<file path="config.mk">
export PLATFORM = sky130hd
export DESIGN_NAME = sprite_line_writer
export DESIGN_NICKNAME = d
export VERILOG_FILES = /design/src/rtl/sprite_line_writer.sv
export SDC_FILE = /design/constraint.sdc
export NUM_CORES = 1
export LEC_CHECK = 0
export CORE_UTILIZATION = 40
export CTS_CLUSTER_DIAMETER = 150
export DETAILED_ROUTE_END_ITERATION = 16
export GPL_ROUTABILITY_DRIVEN = 0
export SLEW_MARGIN = 20
export SYNTH_ARGS = -nofsm -noshare
export SYNTH_HDL_FRONTEND = slang
export SYNTH_SLANG_ARGS = --single-unit
</file>
<file path="constraint.sdc">
create_clock -name i_Clk -period 11.4 [get_ports i_Clk]
set_input_delay 2.28 -clock i_Clk [delete_from_list [all_inputs] [get_ports i_Clk]]
set_output_delay 2.28 -clock i_Clk [all_outputs]
set_load 0.005 [all_outputs]
</file>
<file path="src/rtl/sprite_line_writer.sv">
// Writer side of the ping-pong scanline buffer: clears the back half on each
// line start, then draws up to NUM_SPRITES 2x-scaled 8x8 sprites into it.

module sprite_attr_slot (
    input  logic       i_Clk,
    input  logic       i_Reset_n,
    input  logic       i_We,
    input  logic [1:0] i_Field,
    input  logic [9:0] i_Data,
    output logic [9:0] o_X,
    output logic [9:0] o_Y,
    output logic [5:0] o_Num,
    output logic       o_En
);
    logic [9:0] r_x;
    logic [9:0] r_y;
    logic [5:0] r_num;
    logic       r_en;

    always_ff @(posedge i_Clk or negedge i_Reset_n) begin
        if (!i_Reset_n) begin
            r_x   <= '0;
            r_y   <= '0;
            r_num <= '0;
            r_en  <= 1'b0;
        end else if (i_We) begin
            case (i_Field)
                2'd0: r_x <= i_Data;
                2'd1: r_y <= i_Data;
                2'd2: begin
                    r_num <= i_Data[5:0];
                    r_en  <= i_Data[8];
                end
                default: ;
            endcase
        end
    end

    assign o_X   = r_x;
    assign o_Y   = r_y;
    assign o_Num = r_num;
    assign o_En  = r_en;
endmodule

module sprite_line_writer #(
    parameter int         NUM_SPRITES = 8,
    parameter logic [3:0] ATTR_PAGE   = 4'hE
) (
    input  logic        i_Clk,
    input  logic        i_Reset_n,
    input  logic        i_Line_Start,
    input  logic [9:0]  i_Next_Row,
    input  logic        i_Bank,
    input  logic        i_Cpu_Write,
    input  logic [15:0] i_Cpu_Addr,
    input  logic [15:0] i_Cpu_Data,
    output logic [5:0]  o_Rom_Sprite,
    output logic [2:0]  o_Rom_Row,
    output logic [2:0]  o_Rom_Col,
    input  logic [1:0]  i_Rom_Pixel,
    output logic        o_Lr_Write,
    output logic [10:0] o_Lr_Addr,
    output logic [1:0]  o_Lr_Data,
    output logic        o_Busy,
    output logic        o_Overrun
);
    localparam int SW = $clog2(NUM_SPRITES);

    typedef enum logic [2:0] {IDLE, CLEAR, CHECK, DRAW, TAIL} state_t;
    state_t r_state, w_next;

    logic [NUM_SPRITES-1:0][9:0] w_x;
    logic [NUM_SPRITES-1:0][9:0] w_y;
    logic [NUM_SPRITES-1:0][5:0] w_num;
    logic [NUM_SPRITES-1:0]      w_en;

    logic          w_attr_wr;
    logic [SW-1:0] w_slot;

    assign w_attr_wr = i_Cpu_Write && (i_Cpu_Addr[15:12] == ATTR_PAGE);
    assign w_slot    = i_Cpu_Addr[2 +: SW];

    generate
        for (genvar g = 0; g < NUM_SPRITES; g++) begin : g_slot
            sprite_attr_slot u_slot (
                .i_Clk     (i_Clk),
                .i_Reset_n (i_Reset_n),
                .i_We      (w_attr_wr && (w_slot == SW'(g))),
                .i_Field   (i_Cpu_Addr[1:0]),
                .i_Data    (i_Cpu_Data[9:0]),
                .o_X       (w_x[g]),
                .o_Y       (w_y[g]),
                .o_Num     (w_num[g]),
                .o_En      (w_en[g])
            );
        end
    endgenerate

    logic [9:0]    r_row;
    logic          r_bank;
    logic [SW-1:0] r_s;
    logic [7:0]    r_cnt;
    logic [2:0]    r_dy_row;
    logic [5:0]    r_num;
    logic [7:0]    r_xb;
    logic          r_wr_vld;
    logic [8:0]    r_wr_addr;
    logic          r_overrun;

    logic [9:0] w_dy;
    logic       w_hit;
    logic       w_last;
    logic       w_pix_we;

    assign w_dy     = r_row - w_y[r_s];
    assign w_hit    = w_en[r_s] && (w_dy[9:4] == 6'd0);
    assign w_last   = (r_s == '0);
    // Bit 8 of the pending address means the pixel fell off the right edge.
    assign w_pix_we = r_wr_vld && !r_wr_addr[8] && (i_Rom_Pixel != 2'd0);

    always_ff @(posedge i_Clk or negedge i_Reset_n) begin
        if (!i_Reset_n) r_state <= IDLE;
        else            r_state <= w_next;
    end

    always_comb begin
        w_next       = r_state;
        o_Busy       = 1'b0;
        o_Lr_Write   = 1'b0;
        o_Lr_Addr    = '0;
        o_Lr_Data    = '0;
        o_Rom_Sprite = '0;
        o_Rom_Row    = '0;
        o_Rom_Col    = '0;
        case (r_state)
            IDLE: ;
            CLEAR: begin
                o_Busy     = 1'b1;
                o_Lr_Write = 1'b1;
                o_Lr_Addr  = {2'b00, r_bank, r_cnt};
                if (r_cnt == 8'hFF) w_next = CHECK;
            end
            CHECK: begin
                o_Busy = 1'b1;
                if (w_hit)       w_next = DRAW;
                else if (w_last) w_next = IDLE;
            end
            DRAW: begin
                o_Busy       = 1'b1;
                o_Rom_Sprite = r_num;
                o_Rom_Row    = r_dy_row;
                o_Rom_Col    = r_cnt[2:0];
                if (r_cnt[2:0] == 3'd7) w_next = TAIL;
            end
            TAIL: begin
                o_Busy = 1'b1;
                w_next = w_last ? IDLE : CHECK;
            end
            default: w_next = IDLE;
        endcase
        if (w_pix_we) begin
            o_Lr_Write = 1'b1;
            o_Lr_Addr  = {2'b00, r_bank, r_wr_addr[7:0]};
            o_Lr_Data  = i_Rom_Pixel;
        end
        if (i_Line_Start) w_next = CLEAR;
    end

    // Attributes of the sprite being drawn are latched at CHECK so CPU
    // writes landing mid-draw only affect sprites not yet examined.
    always_ff @(posedge i_Clk or negedge i_Reset_n) begin
        if (!i_Reset_n) begin
            r_row     <= '0;
            r_bank    <= 1'b0;
            r_s       <= '0;
            r_cnt     <= '0;
            r_dy_row  <= '0;
            r_num     <= '0;
            r_xb      <= '0;
            r_wr_vld  <= 1'b0;
            r_wr_addr <= '0;
        end else begin
            r_wr_vld  <= (r_state == DRAW) && !i_Line_Start;
            r_wr_addr <= {1'b0, r_xb} + {6'd0, r_cnt[2:0]};
            if (i_Line_Start) begin
                r_row  <= i_Next_Row;
                r_bank <= i_Bank;
                r_s    <= SW'(NUM_SPRITES - 1);
                r_cnt  <= '0;
            end else begin
                case (r_state)
                    CLEAR: r_cnt <= r_cnt + 8'd1;
                    CHECK: begin
                        if (w_hit) begin
                            r_dy_row <= w_dy[3:1];
                            r_num    <= w_num[r_s];
                            r_xb     <= w_x[r_s][8:1];
                            r_cnt    <= '0;
                        end else if (!w_last) begin
                            r_s <= r_s - 1'b1;
                        end
                    end
                    DRAW: r_cnt <= r_cnt + 8'd1;
                    TAIL: if (!w_last) r_s <= r_s - 1'b1;
                    default: ;
                endcase
            end
        end
    end

    // A set caused by an overlapping line start beats a same-cycle clear.
    always_ff @(posedge i_Clk or negedge i_Reset_n) begin
        if (!i_Reset_n)
            r_overrun <= 1'b0;
        else if (i_Line_Start && (r_state != IDLE))
            r_overrun <= 1'b1;
        else if (w_attr_wr && (i_Cpu_Addr[1:0] == 2'd3))
            r_overrun <= 1'b0;
    end

    assign o_Overrun = r_overrun;

    logic w_unused;
    assign w_unused = ^{i_Cpu_Data[15:10], i_Cpu_Addr[11:2+SW], w_dy[0], w_x};
endmodule

</file>
== Word-level counts from Yosys, hierarchy flattened ==
Index checks and enable logic that the tools add are counted.
Widths: inputs -> output; s select.
Storage, ports and cells
  register bits after elaboration: 269
  input port bits: 49
  output and inout bits: 28
  logic and storage cells: 162
Cells by class
  add/subtract/negate cells: 4
  order comparisons: 1
  eq/ne operators: 23
  muxes and demuxes: 33
  bitwise logic cells: 1
  reduce and logical (&&, ||, !) cells: 57
Operators by type and width (number)
  $bmux 10 s3: 2
  $reduce_and 2->1: 26
  $mux 3: 10
  $bmux 6 s3: 1
  $eq 3x3->1 const B: 6
  $mux 9: 2
  $mux 8: 2
  $pmux 8 s2: 1
  $logic_and 1x1->1: 15
  $pmux 3 s5: 1
  $eq 3x2->1 const B: 4
  $mux 6: 2
  $ne 3x3->1 const B: 4
  $mux 11: 1
  $mux 10: 1
  $sub 10x10->10: 1
  $add 8x3->9: 1
  $logic_not 3->1: 3
  $reduce_bool 3->1: 3
  $add 8x1->8 const B: 1
  $eq 8x8->1 const B: 1
  $eq 3x1->1 const B: 2
  $logic_not 6->1: 1
  $mux 1: 6
  other kinds (18): 22

== Depth between registers and ports, before layout ==
Gate-level depths: netlist of the first run.
  depth in word-level cells: 8
  gate-level depth with buffers: 18
  mapped depth without buffers: 13

== Modules after synthesis ==
Synthesis of the first run repeated with hierarchy kept, for this count alone.
Unflattened totals
  cell total of the unflattened synthesis: 922
  area total of the unflattened synthesis: 13287.7 µm²
Modules (own cells, without submodules)
  sprite_attr_slot: instances 8, cells an instance 59, area an instance 1071.0 µm², seq. area each 675.6 µm²
  sprite_line_writer: instances 1, cells an instance 450, area an instance 4719.5 µm², seq. area each 1326.3 µm²

== Least setup slack after synthesis of the first run ==
No wires, ideal clock.
  kind: input -> output
  start: in i_Rom_Pixel[1]
  end: out o_Lr_Addr[0]
  data arrival time: 3.368 ns
  required time: 9.120 ns
  setup slack: 5.752 ns
  stages on the path: 4
  buffers on the path: 1
  cell sequence: o21a_1 > clkbuf_1 > nor3_1 > a22o_1
Between the ends
  cells in the longest elaborated chain, start to end: 3
RTL lines
  start: declaration: RTL line 60  | input logic [1:0] i_Rom_Pixel,
  $reduce_bool 2->1: RTL line 119  | assign w_pix_we = r_wr_vld && !r_wr_addr[8] && (i_Rom_Pixel != 2'd0);
  $logic_and 1x1->1: RTL line 119
  $mux 11: RTL line 161  | if (w_pix_we) begin
  end: declaration: RTL line 62  | output logic [10:0] o_Lr_Addr,
Every way passes these cells.

== Worst setup path in the final report of the first run ==
  start: in i_Rom_Pixel[1]
  end: out o_Lr_Addr[7]
Same word-level chain as after synthesis.

==> impl_metrics.toml, run 1 <==
[outcome]
status = "completed"

[floorplanning]
io_pins = 77
die-area_um2 = 30900
die_w_um = 176
fp-row-count = 63
die_h_um = 176
core_um2 = 29700
start_util = 0.407

[sta]
clock.fmax_mhz = 150
whs_ps = 491
finalHoldViolCount = 0
skew_ps = 17.1
tightest_slew_ps = 981
fin_crit_ps = 6680
drv_slew = 0
finalCritPeriodShare = 0.586
slew_headroom = 0.346
finalSetupTns_ps = 0
setup_viol = 0
rsz0062_at_grt = "false"

[placement]
dpl.hpwl_um = 16600
dp.cells = 1261
port_buffers = 61
place_area_um2 = 13000

[worst_setup_path]
cp.arrival_ps = 4400
cp_top_family = "buffers and inverters"
slowest_delay_ps = 670
crit_top_cell = "clkdlybuf4s50_1"
cp_cell_sequence = "clkdlybuf4s50_1, o21a_1, nor3_1, a22o_1, clkdlybuf4s50_1"
worstSetupEndpointType = "output port"
worstPathRequired_ps = 9120
startpoint_type = "input pin"
worstSetupPathType = "in -> out"
worst_path_max_delay_cell = "nor3_1"
worst-path-buf-inv = 2
cp_max_fo = 10
regToRegStartpoint = "r_s[0]"
worstSetupStartpoint = "i_Rom_Pixel[1]"

[synth]
ys_types = 58
yosysTopAreaCellShare = 0.523
synth-edff-count = 0
synth_top_area_cell = "dfrtp_1"
ys_ff_latch = 253
ys_seq_area_frac = 0.523
syn_area_um2 = 12100
synth_warnings = 0
synthFlopType = "dfrtp_1"
yosys-top-cells-area = "dfrtp_1, mux2_2, mux4_2"
syn_area_per_cell_um2 = 14.2
synthArstFlopShare = 1.00
synthCells = 849

[cells_and_area]
antenna_cells = 0
area_delta_synth_final_pct = 15.0
nets = 968
finalInstanceArea_um2 = 13900
drive_gt1_frac = 0.366
finalNonFillerCells = 1312

[routing]
routedWlPerCell_um = 20.0
drc = 0
dr_total_vias = 7076
via_per_inst = 5.39
postRouteAntennaNets = 0
drt_iter0_markers = 387
firstDrtPassIters = 5
routed_wl_um = 26200

[grt]
grt_pass1_wl_um = 41900
grt_pass1_vias = 7301
grt_overflow = 0
antenna_found_initial = 0
grt_max_degree = 138
grtUsageTotal = 0.176

[clock_network]
cts-root-buf = "clkbuf_16"
ctsResizeCount = 0
cts_tree = "built"
postCtsSetupRepairBufs = 0
clock_sinks = 253
postCtsHoldBufs = 0
path_clk_slew_ps = 60
cts_made_buffers = 29
htree_levels = 1
clock_latency_ps = 560
clock_path_buffers = 3

[power]
power.density_nw_per_um2 = 138
leakage_uw = 0.00688
vdd_drop_max_mv = 0.126
finalPower_uw = 1920

[worst_hold_path]
min_path_type = "reg -> reg"
hp-start = "r_xb[7]"

[flow_run]
cap_violations = 0
[layer usage]
layer	global-route usage	wire [um]	vias up	part of all wire
li1	-	-	3243	-
met1	0.254	12700	3665	0.48
met2	0.278	11900	137	0.45
met3	0.0279	1140	31	0.043
met4	0.0388	480	0	0.018
met5	0	0	-	0
[cells in the final DEF, fill, tap and decap left out, types with 12 or more instances in the layout]
cell,Yosys,routed
nand2_1,41,41
a21oi_1,12,12
clkdlybuf4s50_1,0,60
nor2_1,27,27
nor2b_1,12,12
mux2i_1,22,22
mux4_2,47,47
clkbuf_1,31,14
and3_1,14,14
mux2_2,232,232
clkbuf_16,0,29
inv_1,17,17
ha_1,15,15
dfrtp_1,253,251
[sequential cells by signal, summed over array words and instances (netlist names), 3 cells and up]
signal               cells
g_slot.u_slot.o_Y       80
r_dy_row                 3
r_xb                     8
r_wr_addr                9
r_s                      3
r_num                    6
g_slot.u_slot.o_Num     48
r_state                  3
r_cnt                    8
g_slot.u_slot.o_En       8
g_slot.u_slot.o_X       64
r_row                   10
[through the flow]
| stage | worst slack, ps | util |
|---|---|---|
| after floorplan | 5750 | - |
| after global placement | 4800 | 0.439 |
| after detailed placement | 4710 | 0.439 |
| after CTS | 4710 | 0.468 |
| after global routing | 4580 | 0.468 |
| final | 4720 | 0.468 |
[final timing paths]
path,to,slack (ps),cells after the start
setup / recovery,o_Lr_Addr[7],4720,5
min in group asynchronous,r_row[4],1780,1
max in group asynchronous,g_slot[5].u_slot.o_X[8],8290,2
setup reg to reg,r_num[4],6010,12
hold reg to reg,r_wr_addr[7],490,1
hold / removal,r_wr_addr[7],490,1
[cells in the mapped netlist, types with 3 or more instances]
cell / count
buf_1: 5
nor3b_1: 4
mux2_2: 232
clkbuf_1: 31
a21oi_1: 12
nand4_1: 4
ha_1: 15
buf_4: 3
nor2_1: 27
o21a_1: 4
buf_2: 3
inv_1: 17
nand3_1: 5
nand2_1: 41
xor2_1: 4
dfrtp_1: 253
a21o_1: 7
nor3_1: 7
a22o_1: 10
mux4_2: 47
o21ai_0: 10
o22a_1: 4
mux2i_1: 22
and3_1: 14
xnor2_1: 7
mux2_4: 8
nor2b_1: 12
and2_1: 3
[kinds of logic (layout without fill, tap and decap cells)]
family | Yosys count | count (layout) | share of synthesized area
buffers and inverters | 62 | 134 | 0.0231
AOI/OAI and AO/OA | 66 | 66 | 0.0407
xor gates and xnor gates | 11 | 11 | 0.00797
DFF | 253 | 253 | 0.523
and+or+nand+nor | 130 | 130 | 0.0540
muxes | 309 | 309 | 0.332
other | 1 | 2 | 0.000310
adders and majority gates | 17 | 17 | 0.0188
[power by group]
group          internal [uW]  total [uW]  switching (uW)
Combinational           61.7         129            67.2
Clock                    497         856             359
Sequential               924         939            14.9
Total                   1480        1920             441
[worst register-to-register path, delay by kind of cell (launching register included)]
family	cells	cell delay, ps
AO/OA/AOI/OAI	3	760
adder cells (fa/ha/maj)	1	440
buffers and inverters	2	910
flip-flops	1	500
multiplexers	3	1480
AND/OR/NAND/NOR	3	1190
[cell type report]
class	count	area [um^2]
Fill cell	2681	15800
Sequential cell	253	6340
Multi-Input combinational cell	535	5490
Clock buffer	47	833
Timing Repair Buffer	66	666
Tap cell	390	488
Inverter	17	63.8
Clock inverter	4	38.8
(Power assumes the default switching activity.)
==> run 2: changes to the inputs <==
- clock period: 11.4 -> 6.69 ns (I/O delays scaled with it)
==> run 2 against run 1 <==
Against the previous run:
- non-clock buffer count stayed put
- die area stayed put
- core utilization is 0.13 points higher
- sequential power is 70% higher
- setup slack worse by 3000 ps
- via count is 0.68% lower
- routed wire length is 1.8% higher
- final cell count stayed put
- clock-buffer cell count is 6 lower
- critical path depth is 7 higher
- clock power is 78% higher
- critical endpoint is now r_num[3]
- largest cell class unchanged
- largest power group unchanged
==> impl_metrics.toml, run 2 (synthesis results as in run 1) <==
[outcome]
status = "completed"

[power]
leakage_uw = 0.00691
power_frac_clock = 0.455
power_frac_seq = 0.479
p_sw_frac = 0.226
p_int_uw = 2580
finalPower_uw = 3340
power.switching_uw = 756
power_frac_comb = 0.066
vdd_drop_max_mv = 0.196
power.density_nw_per_um2 = 239

[grt]
antenna_found_initial = 0
grtUsageTotal = 0.180
grt_pass1_wl_um = 42900
grt_max_degree = 144
grt_overflow = 0
grt_pass1_vias = 7431

[sta]
skew_ps = 19.1
drv_slew = 0
rsz0062_at_grt = "false"
slew_headroom = 0.375
clock.fmax_mhz = 200
finalCritPeriodShare = 0.749
finalHoldViolCount = 0
fin_crit_ps = 5010
whs_ps = 499
tightest_slew_ps = 935
finalSetupTns_ps = 0
setup_viol = 0

[cells_and_area]
nFillCells = 2611
mostFrequentLayoutCells = "dfrtp_1, mux2_2, clkdlybuf4s50_1"
mostFrequentLayoutCell = "dfrtp_1"
area_delta_synth_final_pct = 15.4
drive_gt1_frac = 0.372
nets = 967
largest_register_ffs = 80
antenna_cells = 0

[floorplanning]
die_h_um = 176
die_w_um = 176
die-area_um2 = 30900
core_um2 = 29700
fp-row-count = 63
start_util = 0.407
io_pins = 77

[worst_setup_path]
startpoint_type = "flop"
worstPathRequired_ps = 7100
cp-endpoint = "r_num[3]"
regToRegStartpoint = "r_s[1]"
worstSetupPathType = "reg -> reg"
worstSetupStartpoint = "r_s[1]"
r2r-end = "r_num[3]"
cp_max_fo = 32
cp.arrival_ps = 5430
reg2reg_depth = 12
reg2reg_slack_ps = 1680
worstSetupEndpointType = "flop"

[clock_network]
cts_tree = "built"
postCtsHoldBufs = 0
clock_path_buffers = 3
ctsResizeCount = 0
path_clk_slew_ps = 60
clock_latency_ps = 550
htree_levels = 1
cts_made_buffers = 28
cts-root-buf = "clkbuf_16"
clock_sinks = 253
postCtsSetupRepairBufs = 0

[routing]
routedWlPerCell_um = 20.3
routed_wl_um = 26700
postRouteAntennaNets = 0
drt_iter0_markers = 365
drc = 0
via_per_inst = 5.36
firstDrtPassIters = 4
dr_total_vias = 7028

[worst_hold_path]
min_path_type = "reg -> reg"
hp-start = "r_xb[7]"

[flow_run]
cap_violations = 0

[placement]
dpl.hpwl_um = 17100
port_buffers = 61
## run 2: cell types whose count changed in the layout (fill, tap and decap cells not counted), sizes merged
| cell | before | now |
|---|---|---|
| clkinv | 3 | 8 |
| clkbuf | 47 | 41 |
| inv | 18 | 17 |
| bufinv | 0 | 2 |
## run 2: layer usage
metal,up-vias,GRT usage,routed length (um)
li1,3231,-,-
met1,3631,0.258,12800
met2,126,0.288,12400
met3,40,0.0279,920
met4,0,0.0413,545
met5,-,0,0
## run 2: power groups by stage
stage                     clock, uW  combinational, uW  sequential [uW]
after floorplan                   0                129             1620
after CTS                      1560                225             1600
after global routing           1620                247             1600
after detailed placement          0                225             1630
final                          1520                220             1600
after global placement            0                222             1630
## run 2: critical path, cell delays in order, from the launching register on
cell       delay [ps]
dfrtp_2           930
buf_4             510
mux4_2            390
mux2i_1           260
ha_1              330
and3_1            200
o21ai_0           130
a21oi_1           110
a31o_2            220
a211oi_1          330
nand4bb_1         250
or3_1             760
mux2_4            440
## run 2: cell type report
| class | count | area, um^2 | share of cell area |
|---|---|---|---|
| Inverter | 17 | 63.8 | 0.00457 |
| Timing Repair Buffer | 66 | 666 | 0.0477 |
| Tap cell | 390 | 488 | 0.0350 |
| Sequential cell | 253 | 6340 | 0.454 |
| Clock buffer | 41 | 800 | 0.0573 |
| Multi-Input combinational cell | 535 | 5490 | 0.393 |
| Clock inverter | 10 | 111 | 0.00798 |
## run 2: stage by stage
step                      setup WS (ps)  utilization  area, um^2  instances
after floorplan                    1730            -       12100        850
after global placement             1640        0.439       13000       1261
after detailed placement           1640        0.439       13000       1261
after CTS                          1630        0.469       14000       1312
after global routing               1370        0.469       14000       1312
final                              1680        0.469       14000       1312
## run 2: worst min path at each step
stage | endpoint | slack [ps] | cells after the start
2_1_floorplan | r_wr_addr[7] | 460 | 1
3_3_place_gp | o_Overrun | 480 | 2
3_5_place_dp | g_slot[2].u_slot.o_Y[2] | 490 | 1
4_1_cts | r_wr_addr[7] | 500 | 1
5_1_grt | g_slot[3].u_slot.o_X[2] | 510 | 1
6_report | r_wr_addr[7] | 500 | 1
==> run 3: changes to the inputs <==
- clock period: 6.69 -> 4.86 ns (I/O delays scaled with it)
==> run 3 against run 2 <==
Against the previous run:
- hold slack got worse by 210 ps
- via count increased by 1.8%
- highest routed layer unchanged
- sequential share of layout area decreased by 0.41 points
- largest power group unchanged
- final cell count increased by 0.46%
==> impl_metrics.toml, run 3 (synthesis results as in run 1) <==
[power]
power.density_nw_per_um2 = 331
vdd_drop_max_mv = 0.246
leakage_uw = 0.00697
finalPower_uw = 4670

[grt]
grtUsageTotal = 0.179
grt_pass1_vias = 7315
grt_max_degree = 128
grt_pass1_wl_um = 42700
antenna_found_initial = 0
grt_overflow = 0

[routing]
drt_iter0_markers = 427
routedWlPerCell_um = 20.1
drc = 0
firstDrtPassIters = 4
routed_wl_um = 26500
via_per_inst = 5.43
postRouteAntennaNets = 0
dr_total_vias = 7155

[sta]
fin_ws_ps = 290
fin_crit_ps = 4570
drv_slew = 0
tightest_slew_ps = 949
rsz0062_at_grt = "false"
setup_viol = 0
finalCritPeriodShare = 0.940
clock.fmax_mhz = 219
finalSetupTns_ps = 0
skew_ps = 8.54
slew_headroom = 0.365
finalHoldViolCount = 0

[cells_and_area]
area_delta_synth_final_pct = 16.4
drive_gt1_frac = 0.380
antenna_cells = 0
nets = 977
mostFrequentLayoutCells = "dfrtp_1, mux2_2, clkdlybuf4s50_1"
regArea_um2 = 6340
mostFrequentLayoutCell = "dfrtp_1"
multi_input_area_um2 = 5490
finalInstanceArea_um2 = 14100
largest_register_ffs = 80
nFillCells = 2670

[clock_network]
htree_levels = 1
cts_made_buffers = 28
path_clk_slew_ps = 60
cts-root-buf = "clkbuf_16"
clock_path_buffers = 3
clock_latency_ps = 540
ctsResizeCount = 0
cts_tree = "built"
postCtsHoldBufs = 0
postCtsSetupRepairBufs = 0
clock_sinks = 253

[worst_setup_path]
cp.arrival_ps = 4990
worstSetupEndpointType = "flop"
startpoint_type = "flop"
cp_max_fo = 23
reg2reg_slack_ps = 290
worstPathRequired_ps = 5280
worstSetupPathType = "reg -> reg"
r2r-end = "r_num[2]"
reg2reg_depth = 12
regToRegStartpoint = "r_s[0]"

[floorplanning]
core_um2 = 29700
start_util = 0.407
die_w_um = 176
fp-row-count = 63
die-area_um2 = 30900
die_h_um = 176
io_pins = 77

[flow_run]
cap_violations = 0

[outcome]
status = "completed"

[placement]
place_ws_ps = 337
dpl.hpwl_um = 17200
place_area_um2 = 13100
port_buffers = 61

[worst_hold_path]
min_path_type = "in -> async"
## run 3: changes by cell type in the layout (fill, tap and decap cells not counted), sizes merged
| cell | change |
|---|---|
| buf | +10 |
| clkinv | -3 |
| clkbuf | -2 |
| bufinv | +1 |
## run 3: how the worst max path moves through the flow
stage / start / slack, ps / end
2_1_floorplan: r_s[0] / 100 / r_dy_row[1]
3_3_place_gp: r_s[0] / 310 / r_num[1]
3_5_place_dp: r_s[0] / 340 / r_num[0]
4_1_cts: r_s[0] / 310 / r_num[2]
5_1_grt: r_s[0] / 20 / r_num[2]
6_report: r_s[0] / 290 / r_num[2]
## run 3: metrics by stage
step,hold slack (ps),util,std cells
6_report,292,0.474,1318
5_1_grt,288,0.474,1318
4_1_cts,491,0.473,1317
3_5_place_dp,486,0.441,1270
3_3_place_gp,482,0.441,1270
2_1_floorplan,457,-,850
## run 3: layer usage
| metal | vias to the layer above | share of wire | wire [um] | GRT usage |
|---|---|---|---|---|
| li1 | 3269 | - | - | - |
| met3 | 37 | 0.036 | 964 | 0.0284 |
| met1 | 3719 | 0.49 | 13000 | 0.266 |
| met5 | - | 0 | 0 | 0 |
| met4 | 0 | 0.019 | 497 | 0.0406 |
| met2 | 130 | 0.45 | 12100 | 0.276 |
## run 3: layout make-up
cell class	instances	share of cell area
tap	390	0.0347
clock buffer	39	0.0585
multi-input combinational	535	0.390
timing repair buffer	76	0.0540
clock inverter	8	0.00844
sequential	253	0.450
inverter	17	0.00453
## run 3: power breakdown
group	leakage [uW]	total, uW	switching, uW	internal [uW]
Combinational	0.00306	309	161	148
Clock	0.000467	2150	828	1330
Sequential	0.00345	2200	34.0	2170
Total	0.00697	4670	1020	3640
## run 3: worst max-delay path: stages, from the launching register on
cell and delay (ps):
dfrtp_4 710, mux4_2 590, mux2i_1 420, inv_1 120
fa_1 450, nor2b_1 180, o21ai_0 130, a31o_2 260
a211oi_1 300, nand4bb_1 230, or3_1 460, buf_4 260
mux2_4 320
